### src/rtl/alu_pkg.sv
// ----------------------------------------------------------------------------
// alu_pkg
//   Shared definitions for the signed ALU and its command driver:
//   - ALU opcode values (ADD = 0 through LT = 13; 14 and 15 are undefined and
//     are reported by the ALU through its E flag)
//   - bit positions of each flag inside the 5-bit {Z,C,V,S,E} flag vector
//   - state encoding of the command driver FSM
// ----------------------------------------------------------------------------
package alu_pkg;

    localparam logic [3:0] OP_ADD = 4'd0;
    localparam logic [3:0] OP_SUB = 4'd1;
    localparam logic [3:0] OP_MUL = 4'd2;
    localparam logic [3:0] OP_DIV = 4'd3;
    localparam logic [3:0] OP_MOD = 4'd4;
    localparam logic [3:0] OP_AND = 4'd5;
    localparam logic [3:0] OP_OR  = 4'd6;
    localparam logic [3:0] OP_XOR = 4'd7;
    localparam logic [3:0] OP_NOT = 4'd8;
    localparam logic [3:0] OP_SHL = 4'd9;
    localparam logic [3:0] OP_SHR = 4'd10;
    localparam logic [3:0] OP_SAR = 4'd11;
    localparam logic [3:0] OP_EQ  = 4'd12;
    localparam logic [3:0] OP_LT  = 4'd13;

    // Bit positions inside the {Z,C,V,S,E} flag vector.
    localparam int FLAG_Z = 4;
    localparam int FLAG_C = 3;
    localparam int FLAG_V = 2;
    localparam int FLAG_S = 1;
    localparam int FLAG_E = 0;

    // IDLE is the all-zero code so the state debug output reads 0 in reset.
    typedef enum logic [2:0] {
        S_IDLE  = 3'd0,
        S_ISSUE = 3'd1,
        S_WAIT  = 3'd2,
        S_FLAGS = 3'd3,
        S_RESP  = 3'd4
    } state_t;

endpackage

### src/rtl/alu_cmd_driver_if.sv
// ----------------------------------------------------------------------------
// alu_cmd_driver_if
//   Bus between the command driver (master) and the signed ALU (slave).
//   Parameter N: operand width; the result is 2N bits wide.
//   master: drives alu_start/alu_opcode/alu_a/alu_b, receives ready/result/flags
//   slave : the ALU side, mirror image of master
// ----------------------------------------------------------------------------
interface alu_cmd_driver_if #(
    parameter int N = 8
);
    logic           alu_start;
    logic [3:0]     alu_opcode;
    logic [N-1:0]   alu_a;
    logic [N-1:0]   alu_b;
    logic           alu_ready;
    logic [2*N-1:0] alu_result;
    logic           alu_z;
    logic           alu_c;
    logic           alu_v;
    logic           alu_s;
    logic           alu_e;

    modport master (
        output alu_start, alu_opcode, alu_a, alu_b,
        input  alu_ready, alu_result, alu_z, alu_c, alu_v, alu_s, alu_e
    );

    modport slave (
        input  alu_start, alu_opcode, alu_a, alu_b,
        output alu_ready, alu_result, alu_z, alu_c, alu_v, alu_s, alu_e
    );
endinterface

### src/rtl/alu_cmd_fifo.sv
// ----------------------------------------------------------------------------
// alu_cmd_fifo
//   Synchronous FIFO holding packed host commands {opcode, a, b}.
//   Parameters: DEPTH (power of two, >= 2), WIDTH (entry width).
//   Ports:
//     clk, rst_n      clock, asynchronous active-low reset (pointers only)
//     push, wdata     write request; ignored when full, even if popping
//     pop, rdata      read request; rdata always shows the head entry
//     full, empty     occupancy status
//   Pointers carry one extra wrap bit so full and empty are distinguishable
//   when the index bits match.
// ----------------------------------------------------------------------------
module alu_cmd_fifo #(
    parameter int DEPTH = 4,
    parameter int WIDTH = 20
) (
    input  logic             clk,
    input  logic             rst_n,
    input  logic             push,
    input  logic [WIDTH-1:0] wdata,
    input  logic             pop,
    output logic [WIDTH-1:0] rdata,
    output logic             full,
    output logic             empty
);
    localparam int AW = $clog2(DEPTH);

    logic [AW:0]      wr_ptr_q;
    logic [AW:0]      rd_ptr_q;
    logic [WIDTH-1:0] mem [DEPTH];
    logic             do_push;
    logic             do_pop;

    assign empty   = (wr_ptr_q == rd_ptr_q);
    assign full    = (wr_ptr_q[AW] != rd_ptr_q[AW]) &&
                     (wr_ptr_q[AW-1:0] == rd_ptr_q[AW-1:0]);
    assign do_push = push && !full;
    assign do_pop  = pop && !empty;
    assign rdata   = mem[rd_ptr_q[AW-1:0]];

    always_ff @(posedge clk or negedge rst_n) begin
        if (!rst_n) begin
            wr_ptr_q <= '0;
            rd_ptr_q <= '0;
        end else begin
            if (do_push) wr_ptr_q <= wr_ptr_q + (AW+1)'(1);
            if (do_pop)  rd_ptr_q <= rd_ptr_q + (AW+1)'(1);
        end
    end

    // Storage needs no reset; an entry is only read after it was written.
    always_ff @(posedge clk) begin
        if (do_push) mem[wr_ptr_q[AW-1:0]] <= wdata;
    end

endmodule

### src/rtl/alu_cmd_driver.sv
// ----------------------------------------------------------------------------
// alu_cmd_driver
//   Initiator-side sequencer for the signed ALU. Host commands are queued in
//   a FIFO; each one is issued to the ALU with a one-cycle start pulse, the
//   result and flags are gathered (Z/S arrive one cycle after ready) and one
//   response per command is offered on the rsp_* port.
//
//   Optional feature: define ALU_DRV_TIMEOUT_EN to abandon an ALU operation
//   after TIMEOUT cycles in WAIT; the response then carries result 0, flags
//   E only, and rsp_timeout = 1. Without it WAIT waits indefinitely and
//   rsp_timeout is constant 0.
//
//   Ports:
//     clk, rst_n                 clock, asynchronous active-low reset
//     cmd_valid/cmd_ready        command handshake, cmd_opcode/cmd_a/cmd_b
//     alu                        master side of the ALU bus
//     rsp_valid/rsp_ready        response handshake, rsp_opcode/rsp_result/
//                                rsp_flags ({Z,C,V,S,E})/rsp_timeout
//     busy                       FSM not IDLE or FIFO non-empty
//     err_count                  saturating count of responses with E = 1
//     dbg_state                  current FSM state
//
//   Handshakes: a transfer happens on a rising edge where valid and ready
//   are both 1. rsp_valid, once raised, stays high with every rsp_* field
//   unchanged until that transfer; cmd_ready depends only on FIFO state.
// ----------------------------------------------------------------------------
module alu_cmd_driver
    import alu_pkg::*;
#(
    parameter int N       = 8,
    parameter int DEPTH   = 4,
    parameter int TIMEOUT = 15
) (
    input  logic               clk,
    input  logic               rst_n,
    input  logic               cmd_valid,
    output logic               cmd_ready,
    input  logic [3:0]         cmd_opcode,
    input  logic [N-1:0]       cmd_a,
    input  logic [N-1:0]       cmd_b,
    alu_cmd_driver_if.master   alu,
    output logic               rsp_valid,
    input  logic               rsp_ready,
    output logic [3:0]         rsp_opcode,
    output logic [2*N-1:0]     rsp_result,
    output logic [4:0]         rsp_flags,
    output logic               rsp_timeout,
    output logic               busy,
    output logic [7:0]         err_count,
    output state_t             dbg_state
);
    localparam int CW = 4 + 2*N;

    state_t         state_q, state_d;
    logic           init_q;
    logic           fifo_push, fifo_pop, fifo_full, fifo_empty;
    logic [CW-1:0]  fifo_wdata, fifo_rdata;
    logic [3:0]     op_q;
    logic [N-1:0]   a_q, b_q;
    logic [2*N-1:0] result_q;
    logic [4:0]     flags_q;
    logic           timeout_q;
    logic [7:0]     err_q;
    logic           tmo_hit;

    // init_q keeps cmd_ready low until the first edge after reset release.
    assign cmd_ready  = init_q && !fifo_full;
    assign fifo_push  = cmd_valid && cmd_ready;
    assign fifo_wdata = {cmd_opcode, cmd_a, cmd_b};

    alu_cmd_fifo #(
        .DEPTH (DEPTH),
        .WIDTH (CW)
    ) u_fifo (
        .clk   (clk),
        .rst_n (rst_n),
        .push  (fifo_push),
        .wdata (fifo_wdata),
        .pop   (fifo_pop),
        .rdata (fifo_rdata),
        .full  (fifo_full),
        .empty (fifo_empty)
    );

`ifdef ALU_DRV_TIMEOUT_EN
    localparam int TW = (TIMEOUT < 2) ? 1 : $clog2(TIMEOUT + 1);
    logic [TW-1:0] wait_cnt_q;

    // Counts WAIT cycles; the count equals TIMEOUT in the (TIMEOUT+1)-th
    // WAIT cycle, so rsp_valid rises TIMEOUT+2 cycles after alu_start.
    always_ff @(posedge clk or negedge rst_n) begin
        if (!rst_n)                wait_cnt_q <= '0;
        else if (state_q != S_WAIT) wait_cnt_q <= '0;
        else                       wait_cnt_q <= wait_cnt_q + TW'(1);
    end

    // A ready arriving in the final WAIT cycle still wins over the timeout.
    assign tmo_hit = (state_q == S_WAIT) && !alu.alu_ready &&
                     (wait_cnt_q == TW'(TIMEOUT));
`else
    logic unused_timeout;
    assign unused_timeout = (TIMEOUT == 0);
    assign tmo_hit        = 1'b0;
`endif

    always_ff @(posedge clk or negedge rst_n) begin
        if (!rst_n) begin
            state_q <= S_IDLE;
            init_q  <= 1'b0;
        end else begin
            state_q <= state_d;
            init_q  <= 1'b1;
        end
    end

    always_comb begin
        state_d  = state_q;
        fifo_pop = 1'b0;
        case (state_q)
            S_IDLE: begin
                if (!fifo_empty) begin
                    fifo_pop = 1'b1;
                    state_d  = S_ISSUE;
                end
            end
            S_ISSUE: state_d = S_WAIT;
            S_WAIT: begin
                if (alu.alu_ready) state_d = S_FLAGS;
                else if (tmo_hit)  state_d = S_RESP;
            end
            S_FLAGS: state_d = S_RESP;
            S_RESP: begin
                if (rsp_ready) state_d = S_IDLE;
            end
            default: state_d = S_IDLE;
        endcase
    end

    // Operand, result and flag registers. Everything visible on rsp_* is
    // loaded before RESP and left untouched while in RESP.
    always_ff @(posedge clk or negedge rst_n) begin
        if (!rst_n) begin
            op_q      <= '0;
            a_q       <= '0;
            b_q       <= '0;
            result_q  <= '0;
            flags_q   <= '0;
            timeout_q <= 1'b0;
            err_q     <= '0;
        end else begin
            case (state_q)
                S_IDLE: begin
                    if (!fifo_empty) begin
                        {op_q, a_q, b_q} <= fifo_rdata;
                        timeout_q        <= 1'b0;
                    end
                end
                S_WAIT: begin
                    if (alu.alu_ready) begin
                        result_q         <= alu.alu_result;
                        flags_q          <= '0;
                        flags_q[FLAG_C]  <= alu.alu_c;
                        flags_q[FLAG_V]  <= alu.alu_v;
                        flags_q[FLAG_E]  <= alu.alu_e;
                    end else if (tmo_hit) begin
                        result_q         <= '0;
                        flags_q          <= '0;
                        flags_q[FLAG_E]  <= 1'b1;
                        timeout_q        <= 1'b1;
                    end
                end
                // Z and S lag the ready pulse by one cycle.
                S_FLAGS: begin
                    flags_q[FLAG_Z] <= alu.alu_z;
                    flags_q[FLAG_S] <= alu.alu_s;
                end
                S_RESP: begin
                    if (rsp_ready && flags_q[FLAG_E] && (err_q != 8'hFF))
                        err_q <= err_q + 8'd1;
                end
                default: ;
            endcase
        end
    end

    assign alu.alu_start  = (state_q == S_ISSUE);
    assign alu.alu_opcode = op_q;
    assign alu.alu_a      = a_q;
    assign alu.alu_b      = b_q;

    assign rsp_valid  = (state_q == S_RESP);
    assign rsp_opcode = op_q;
    assign rsp_result = result_q;
    assign rsp_flags  = flags_q;
`ifdef ALU_DRV_TIMEOUT_EN
    assign rsp_timeout = timeout_q;
`else
    logic unused_timeout_q;
    assign unused_timeout_q = timeout_q;
    assign rsp_timeout      = 1'b0;
`endif
    assign busy       = (state_q != S_IDLE) || !fifo_empty;
    assign err_count  = err_q;
    assign dbg_state  = state_q;

endmodule
### src/flat_wrapper.sv
// flat-port wrapper written by rule: the top's interface ports become plain ports
module alu_cmd_driver_flat import alu_pkg::*;
#(
    parameter int N       = 8,
    parameter int DEPTH   = 4,
    parameter int TIMEOUT = 15
)
  (clk, rst_n, cmd_valid, cmd_ready, cmd_opcode, cmd_a, cmd_b, rsp_valid, rsp_ready, rsp_opcode, rsp_result, rsp_flags, rsp_timeout, busy, err_count, dbg_state, alu_alu_start, alu_alu_opcode, alu_alu_a, alu_alu_b, alu_alu_ready, alu_alu_result, alu_alu_z, alu_alu_c, alu_alu_v, alu_alu_s, alu_alu_e);
  alu_cmd_driver_if #(.N(N)) alu_i ();
  input  logic clk;
  input  logic rst_n;
  input  logic cmd_valid;
  output logic cmd_ready;
  input  logic [3:0] cmd_opcode;
  input  logic [N-1:0] cmd_a;
  input  logic [N-1:0] cmd_b;
  output logic rsp_valid;
  input  logic rsp_ready;
  output logic [3:0] rsp_opcode;
  output logic [2*N-1:0] rsp_result;
  output logic [4:0] rsp_flags;
  output logic rsp_timeout;
  output logic busy;
  output logic [7:0] err_count;
  output state_t dbg_state;
  output wire logic [$bits(alu_i.alu_start)-1:0] alu_alu_start;
  output wire logic [$bits(alu_i.alu_opcode)-1:0] alu_alu_opcode;
  output wire logic [$bits(alu_i.alu_a)-1:0] alu_alu_a;
  output wire logic [$bits(alu_i.alu_b)-1:0] alu_alu_b;
  input wire logic [$bits(alu_i.alu_ready)-1:0] alu_alu_ready;
  input wire logic [$bits(alu_i.alu_result)-1:0] alu_alu_result;
  input wire logic [$bits(alu_i.alu_z)-1:0] alu_alu_z;
  input wire logic [$bits(alu_i.alu_c)-1:0] alu_alu_c;
  input wire logic [$bits(alu_i.alu_v)-1:0] alu_alu_v;
  input wire logic [$bits(alu_i.alu_s)-1:0] alu_alu_s;
  input wire logic [$bits(alu_i.alu_e)-1:0] alu_alu_e;
  assign alu_alu_start = alu_i.alu_start;
  assign alu_alu_opcode = alu_i.alu_opcode;
  assign alu_alu_a = alu_i.alu_a;
  assign alu_alu_b = alu_i.alu_b;
  assign alu_i.alu_ready = alu_alu_ready;
  assign alu_i.alu_result = alu_alu_result;
  assign alu_i.alu_z = alu_alu_z;
  assign alu_i.alu_c = alu_alu_c;
  assign alu_i.alu_v = alu_alu_v;
  assign alu_i.alu_s = alu_alu_s;
  assign alu_i.alu_e = alu_alu_e;
  alu_cmd_driver #(.N(N), .DEPTH(DEPTH), .TIMEOUT(TIMEOUT)) u_core (.clk(clk), .rst_n(rst_n), .cmd_valid(cmd_valid), .cmd_ready(cmd_ready), .cmd_opcode(cmd_opcode), .cmd_a(cmd_a), .cmd_b(cmd_b), .alu(alu_i), .rsp_valid(rsp_valid), .rsp_ready(rsp_ready), .rsp_opcode(rsp_opcode), .rsp_result(rsp_result), .rsp_flags(rsp_flags), .rsp_timeout(rsp_timeout), .busy(busy), .err_count(err_count), .dbg_state(dbg_state));
endmodule
### config.mk
export PLATFORM = sky130hd
export DESIGN_NAME = alu_cmd_driver_flat
export DESIGN_NICKNAME = d
export VERILOG_FILES = /design/src/rtl/alu_pkg.sv /design/src/rtl/alu_cmd_driver_if.sv /design/src/rtl/alu_cmd_fifo.sv /design/src/rtl/alu_cmd_driver.sv /design/src/flat_wrapper.sv
export SDC_FILE = /design/constraint.sdc
export NUM_CORES = 1
export LEC_CHECK = 0
export ABC_AREA = 1
export CELL_PAD_IN_SITES_DETAIL_PLACEMENT = 2
export CELL_PAD_IN_SITES_GLOBAL_PLACEMENT = 2
export CORE_MARGIN = 2
export CORE_UTILIZATION = 30
export DETAILED_ROUTE_END_ITERATION = 12
export PLACE_DENSITY_LB_ADDON = 0.1
export SLEW_MARGIN = 25
export SYNTH_ARGS = -nofsm -noshare
export SYNTH_HDL_FRONTEND = slang
export SYNTH_SLANG_ARGS = --single-unit
### constraint.sdc
create_clock -name clk -period 2.4 [get_ports clk]
set_clock_uncertainty 0.1 [all_clocks]
set_input_delay 0.48 -clock clk [delete_from_list [all_inputs] [get_ports clk]]
set_output_delay 0.48 -clock clk [all_outputs]
set_load 0.1 [all_outputs]
* After elaboration in Yosys (flattened, before gate mapping)
Memories as Yosys holds them, arrays and structs flattened. A register that Yosys moved wholly into a read port is not among the register bits. Cells that the tools add are included.
Operators by class: mux-type cells 11, add/subtract/negate cells 3, eq/ne operators 11, bitwise gates (word level) 1, reduce and logical (&&, ||, !) cells 19
Operators by type and width (number):
- $pmux W3 S5 | 1
- $mux W3 | 3
- $add A8 B1 Y8 const B | 1
- $ne A8 B8 Y1 const B | 1
- $reduce_and A2 Y1 | 4
- $logic_and A1 B1 Y1 | 7
- $add A3 B1 Y3 const B | 2
- $eq A3 B2 Y1 const B | 2
- $mux W5 | 1
- $mux W1 | 4
- $ne A2 B2 Y1 const B | 2
- $pmux W1 S2 | 2
- $eq A3 B1 Y1 const B | 1
- $eq A3 B3 Y1 | 1
- $eq A3 B3 Y1 const B | 1
- $logic_not A1 Y1 | 3
- $logic_not A3 Y1 | 1
- $reduce_and A3 Y1 | 1
- $reduce_bool A3 Y1 | 1
- $eq A2 B2 Y1 | 1
- $ne A2 B1 Y1 const B | 1
- $reduce_bool A2 Y1 | 1
- $logic_or A1 B1 Y1 | 1
- $ne A1 B1 Y1 | 1
- $not A1 Y1 | 1
Word-level totals: input bits 46, memories 1, output and inout bits 61, logic and storage cells 54, bits in writable memories 80, register bits 39
Memory list:
- u_core.u_fifo.mem | words 4, width 20, read ports 1, clocked after Yosys merged registers in 1, write ports 1, RTL line alu_cmd_fifo.sv:30 | logic [WIDTH-1:0] mem [DEPTH];

* Longest topological paths before layout
word-level depth 8, gate-level depth with buffers 9, mapped depth without buffers 8

* By module
Synthesis repeated with hierarchy kept, for this count alone.
Second synthesis, totals: cell total of the unflattened synthesis 529, area, all modules 5704.2 um^2
By module, submodules not included:
- alu_cmd_fifo | sequential area each 2552.4 um^2, area each 3413.3 um^2, instances 1, cells each 254
- alu_cmd_driver | sequential area each 1326.3 um^2, area each 2290.9 um^2, instances 1, cells each 275

* Worst setup path after synthesis
OpenSTA, ideal clock, no wires.
kind register to output, start register u_core.state_q[0] (netlist: u_core.dbg_state[0]), end output port alu_alu_start, required time 1820 ps, stages on the path, launching flop included 3, path slack -600 ps, arrival 2420 ps, path buffers 0, path through dfrtp_1 nand2_1 nor2_1
Between the ends: word-level cells in the longest chain between the ends 1
RTL lines:
- start, declared | RTL line alu_cmd_driver.sv:54 | state_t state_q, state_d;
- start signal, assigned | RTL line alu_cmd_driver.sv:111 | state_q <= state_d;
- $eq A3 B1 Y1 | RTL line alu_cmd_driver.sv:186 | assign alu.alu_start = (state_q == S_ISSUE);
- end, declared | RTL line flat_wrapper.sv:26 | output wire logic [$bits(alu_i.alu_start)-1:0] alu_alu_start;
Every way passes these cells.

* Final worst setup path
start register u_core.u_fifo.wr_ptr_q[1], end output port cmd_ready
Between the ends: word-level cells in the longest chain between the ends 4
RTL lines:
- start, declared | RTL line alu_cmd_fifo.sv:28 | logic [AW:0] wr_ptr_q;
- start signal, assigned | RTL line alu_cmd_fifo.sv:46 | if (do_push) wr_ptr_q <= wr_ptr_q + (AW+1)'(1);
- $eq A2 B2 Y1 | RTL line alu_cmd_fifo.sv:36 | (wr_ptr_q[AW-1:0] == rd_ptr_q[AW-1:0]);
- $logic_and A1 B1 Y1 | RTL line alu_cmd_fifo.sv:35 | assign full = (wr_ptr_q[AW] != rd_ptr_q[AW]) &&
- $logic_not A1 Y1 | RTL line alu_cmd_driver.sv:67 | assign cmd_ready = init_q && !fifo_full;
- $logic_and A1 B1 Y1 | RTL line alu_cmd_driver.sv:67
- end, declared | RTL line flat_wrapper.sv:13 | output logic cmd_ready;
Every way passes these cells.

==> impl_metrics.ini <==
[status]
outcome = finished clean

[placement]
hpwlAfterDp_mm = 10.8
gp_congestion = 0.707
io_buffers = 105
placed_cell_area_um2 = 7100

[timing]
finalHoldViolations = 0
rsz0062_at_grt = false
tns_ns = 0
slew_viol_final = 0
fmax_ghz = 0.443
layout_min_cycle_time_ns = 2.26
finalSetupViolations = 0
timing.final.crit_share_pct = 94.0

[cts]
clkLatencyLatePin_ns = 0.43
postCtsSetupRepairBufs = 0
clock-root-buffer = clkbuf_16
cts.sinks = 139
cts_made_buffers = 17
cts_max_level = 4
cts_tree = done
clk_path_buf_depth = 2
clkTransAtPathRegs_ns = 0.06

[die]
die_w_um = 144
fp-row-count = 51
initial_utilization_pct = 30.3
io_pins = 107
die_y_um = 144
die_area_um2 = 20600
coreArea_um2 = 19300

[synthesis]
yosys.area_share.xor_xnor_pct = 0.900
netlist_top_cells_area = edfxtp_1 41%, dfrtp_1 25%, nand2_1 8.2%
yosys.area_share.simple_pct = 20.0
postSynthCellCount = 561
yosysTopAreaCell = edfxtp_1
synth.distinct_cells = 27
synth_area_um2 = 5840
synth_compound_area_share_pct = 5.48
ys_ff_latch = 139
ys_warn_count = 0
avgSynthCellArea_um2 = 10.4
synth-seq-area-share_pct = 66.4
synth_fa_ha_area_share_pct = 1.29
synth_nets = 613
synth.area.mux_share_pct = 0
synth_top_area_share_pct = 41.1
synth_top_family_by_area = simple AND/OR/NAND/NOR gates

[critical_path]
end_kind = output port
worst_ep_required_time_ns = 1.82
cp_slowest_cell = dfrtp_1
worstReg2RegStart = u_core.u_fifo.wr_ptr_q[1]
crit_chain = inv_1 > nand2_1 > nand2_1 > nand3_2 > nand2_1 > inv_1 > buf_12
cp-startpoint = u_core.u_fifo.wr_ptr_q[1]
crit_type = flip-flop to output port
arrival_ns = 1.68
worst_path_most_repeated_cell = nand2_1
worst-path-max-fanout = 5
startpoint_type = flip-flop
critPathMaxStageDelay_ns = 0.42

[cells_and_area]
nets = 723
antenna_cells = 0
fill_cells = 2069
register_area_um2 = 3890
drive_above_1_share_pct = 20.3
area_delta_synth_final_pct = 31.3
fin_area_um2 = 7670
multiInputGateArea_um2 = 1640

[grt]
grt_max_degree = 60
grtUsageTotal_pct = 16.5
grt_pass1_vias = 4762
grt_pass1_wl_mm = 25.7
antenna_found_initial = 0
grt_overflow = 0

[route]
drt_pre_antenna_iters = 4
ant_nets = 0
viasPerCell = 4.54
drc = 0
drt-total-wl_mm = 16.1
wire_per_inst_um = 17.0
routed-via-count = 4312
drtIter0Drc = 162

[flow_run]
cap_viol_max_count = 0

[hold_path]
hold_class = flip-flop to flip-flop
min_from = u_core.alu.alu_b[2]
==> synth_stat cells, drive strengths merged <==
library cell	count
nor2	93
ha	6
buf	20
nand3	31
conb	2
dfrtp	59
edfxtp	80
nand2	142
inv	41
xor2	2
nand4	5
xnor2	4
nand3b	3
clkbuf	9
o21ai	64
==> routing by layer <==
layer  track usage, %  vias to the layer above  part of all wire (%)
met4             5.73                        0                   1.3
met2             28.9                       72                    52
met5                0                        -                     0
li1                 -                     2045                     -
met1             20.1                     2182                    43
met3             3.63                       13                   3.1
==> flip-flops by register name (all words and copies together), names as in the netlist <==
| signal | flops |
|---|---|
| u_core.u_fifo.wr_ptr_q | 3 |
| u_core.u_fifo.mem | 80 |
| u_core.alu.alu_opcode | 4 |
| u_core.err_count | 8 |
| u_core.rsp_flags | 5 |
| u_core.dbg_state | 3 |
| u_core.alu.alu_b | 8 |
| u_core.u_fifo.rd_ptr_q | 3 |
| u_core.rsp_result | 16 |
| u_core.init_q | 1 |
| u_core.alu.alu_a | 8 |
==> placed cells by master, fill, tap and decap left out, types with 2 or more instances in the layout <==
| cell | n |
|---|---|
| nor2_2 | 6 |
| nand2_1 | 128 |
| clkbuf_8 | 2 |
| clkinvlp_4 | 4 |
| dfrtp_1 | 54 |
| nand3b_1 | 3 |
| edfxtp_1 | 80 |
| clkinv_2 | 3 |
| nor2_4 | 2 |
| buf_12 | 7 |
| ha_1 | 6 |
| dfrtp_4 | 2 |
| nand3_1 | 28 |
| inv_1 | 36 |
| o21ai_0 | 54 |
| conb_1 | 2 |
| clkbuf_16 | 17 |
| xor2_1 | 2 |
| clkbuf_1 | 3 |
| nor2_1 | 85 |
| nand3_2 | 2 |
| clkdlybuf4s50_1 | 44 |
| buf_4 | 67 |
| inv_2 | 4 |
| o21ai_1 | 10 |
| xnor2_1 | 4 |
| dfrtp_2 | 3 |
| nand2_2 | 13 |
| nand4_1 | 5 |
==> logic make-up after synthesis <==
family,after synthesis
AOI/OAI and AO/OA,64
buffers and inverters,70
DFF,139
other,2
adders and majority gates,6
xor gates and xnor gates,6
and+or+nand+nor,274
==> worst max-delay path, delay by kind of cell, from the launching register on <==
family,cells,cell delay [ns]
and+or+nand+nor,4,0.48
DFF,1,0.42
buffers and inverters,3,0.35
==> layout make-up <==
type                    instances  share of cell area [%]
clock inverters                10                    1.21
repair buffers                120                    14.3
clock buffers                  22                    6.05
multi-input cells             352                    21.4
well taps                     265                    4.32
flip-flops and latches        139                    50.7
inverters                      41                    2.04
==> metrics by stage <==
stage	std cells	setup slack (ns)	hold WS, ns	util [%]
final	949	0.144	0.388	39.8
after global routing	949	0.00296	0.421	39.8
after CTS	949	0.0603	0.392	39.8
after detailed placement	916	0.285	0.375	36.9
after global placement	916	0.332	0.366	36.9
after floorplan	561	-0.113	0.0844	-
==> path summary, 6_finish.rpt <==
| path | to | slack [ns] | depth (start not counted) |
|---|---|---|---|
| worst max-delay path | cmd_ready | 0.14 | 7 |
| worst min-delay path | u_core.alu.alu_b[2] | 0.39 | 2 |
| worst max register to register | u_core.u_fifo.mem[3][2] | 0.49 | 7 |
| worst min register to register | u_core.alu.alu_b[2] | 0.39 | 2 |
| max in group asynchronous | u_core.u_fifo.rd_ptr_q[1] | 1.36 | 3 |
| min in group asynchronous | u_core.err_count[5] | 0.49 | 3 |
==> repair_timing <==
action	4_1_cts	5_1_grt
resized for setup	0	2
hold endpoints to repair	59	0
endpoints found under the setup margin	0	1
hold buffers	1	0
Power is not shown: default switching activity piles up to over one toggle a cycle in this logic, so the estimate is an artifact.
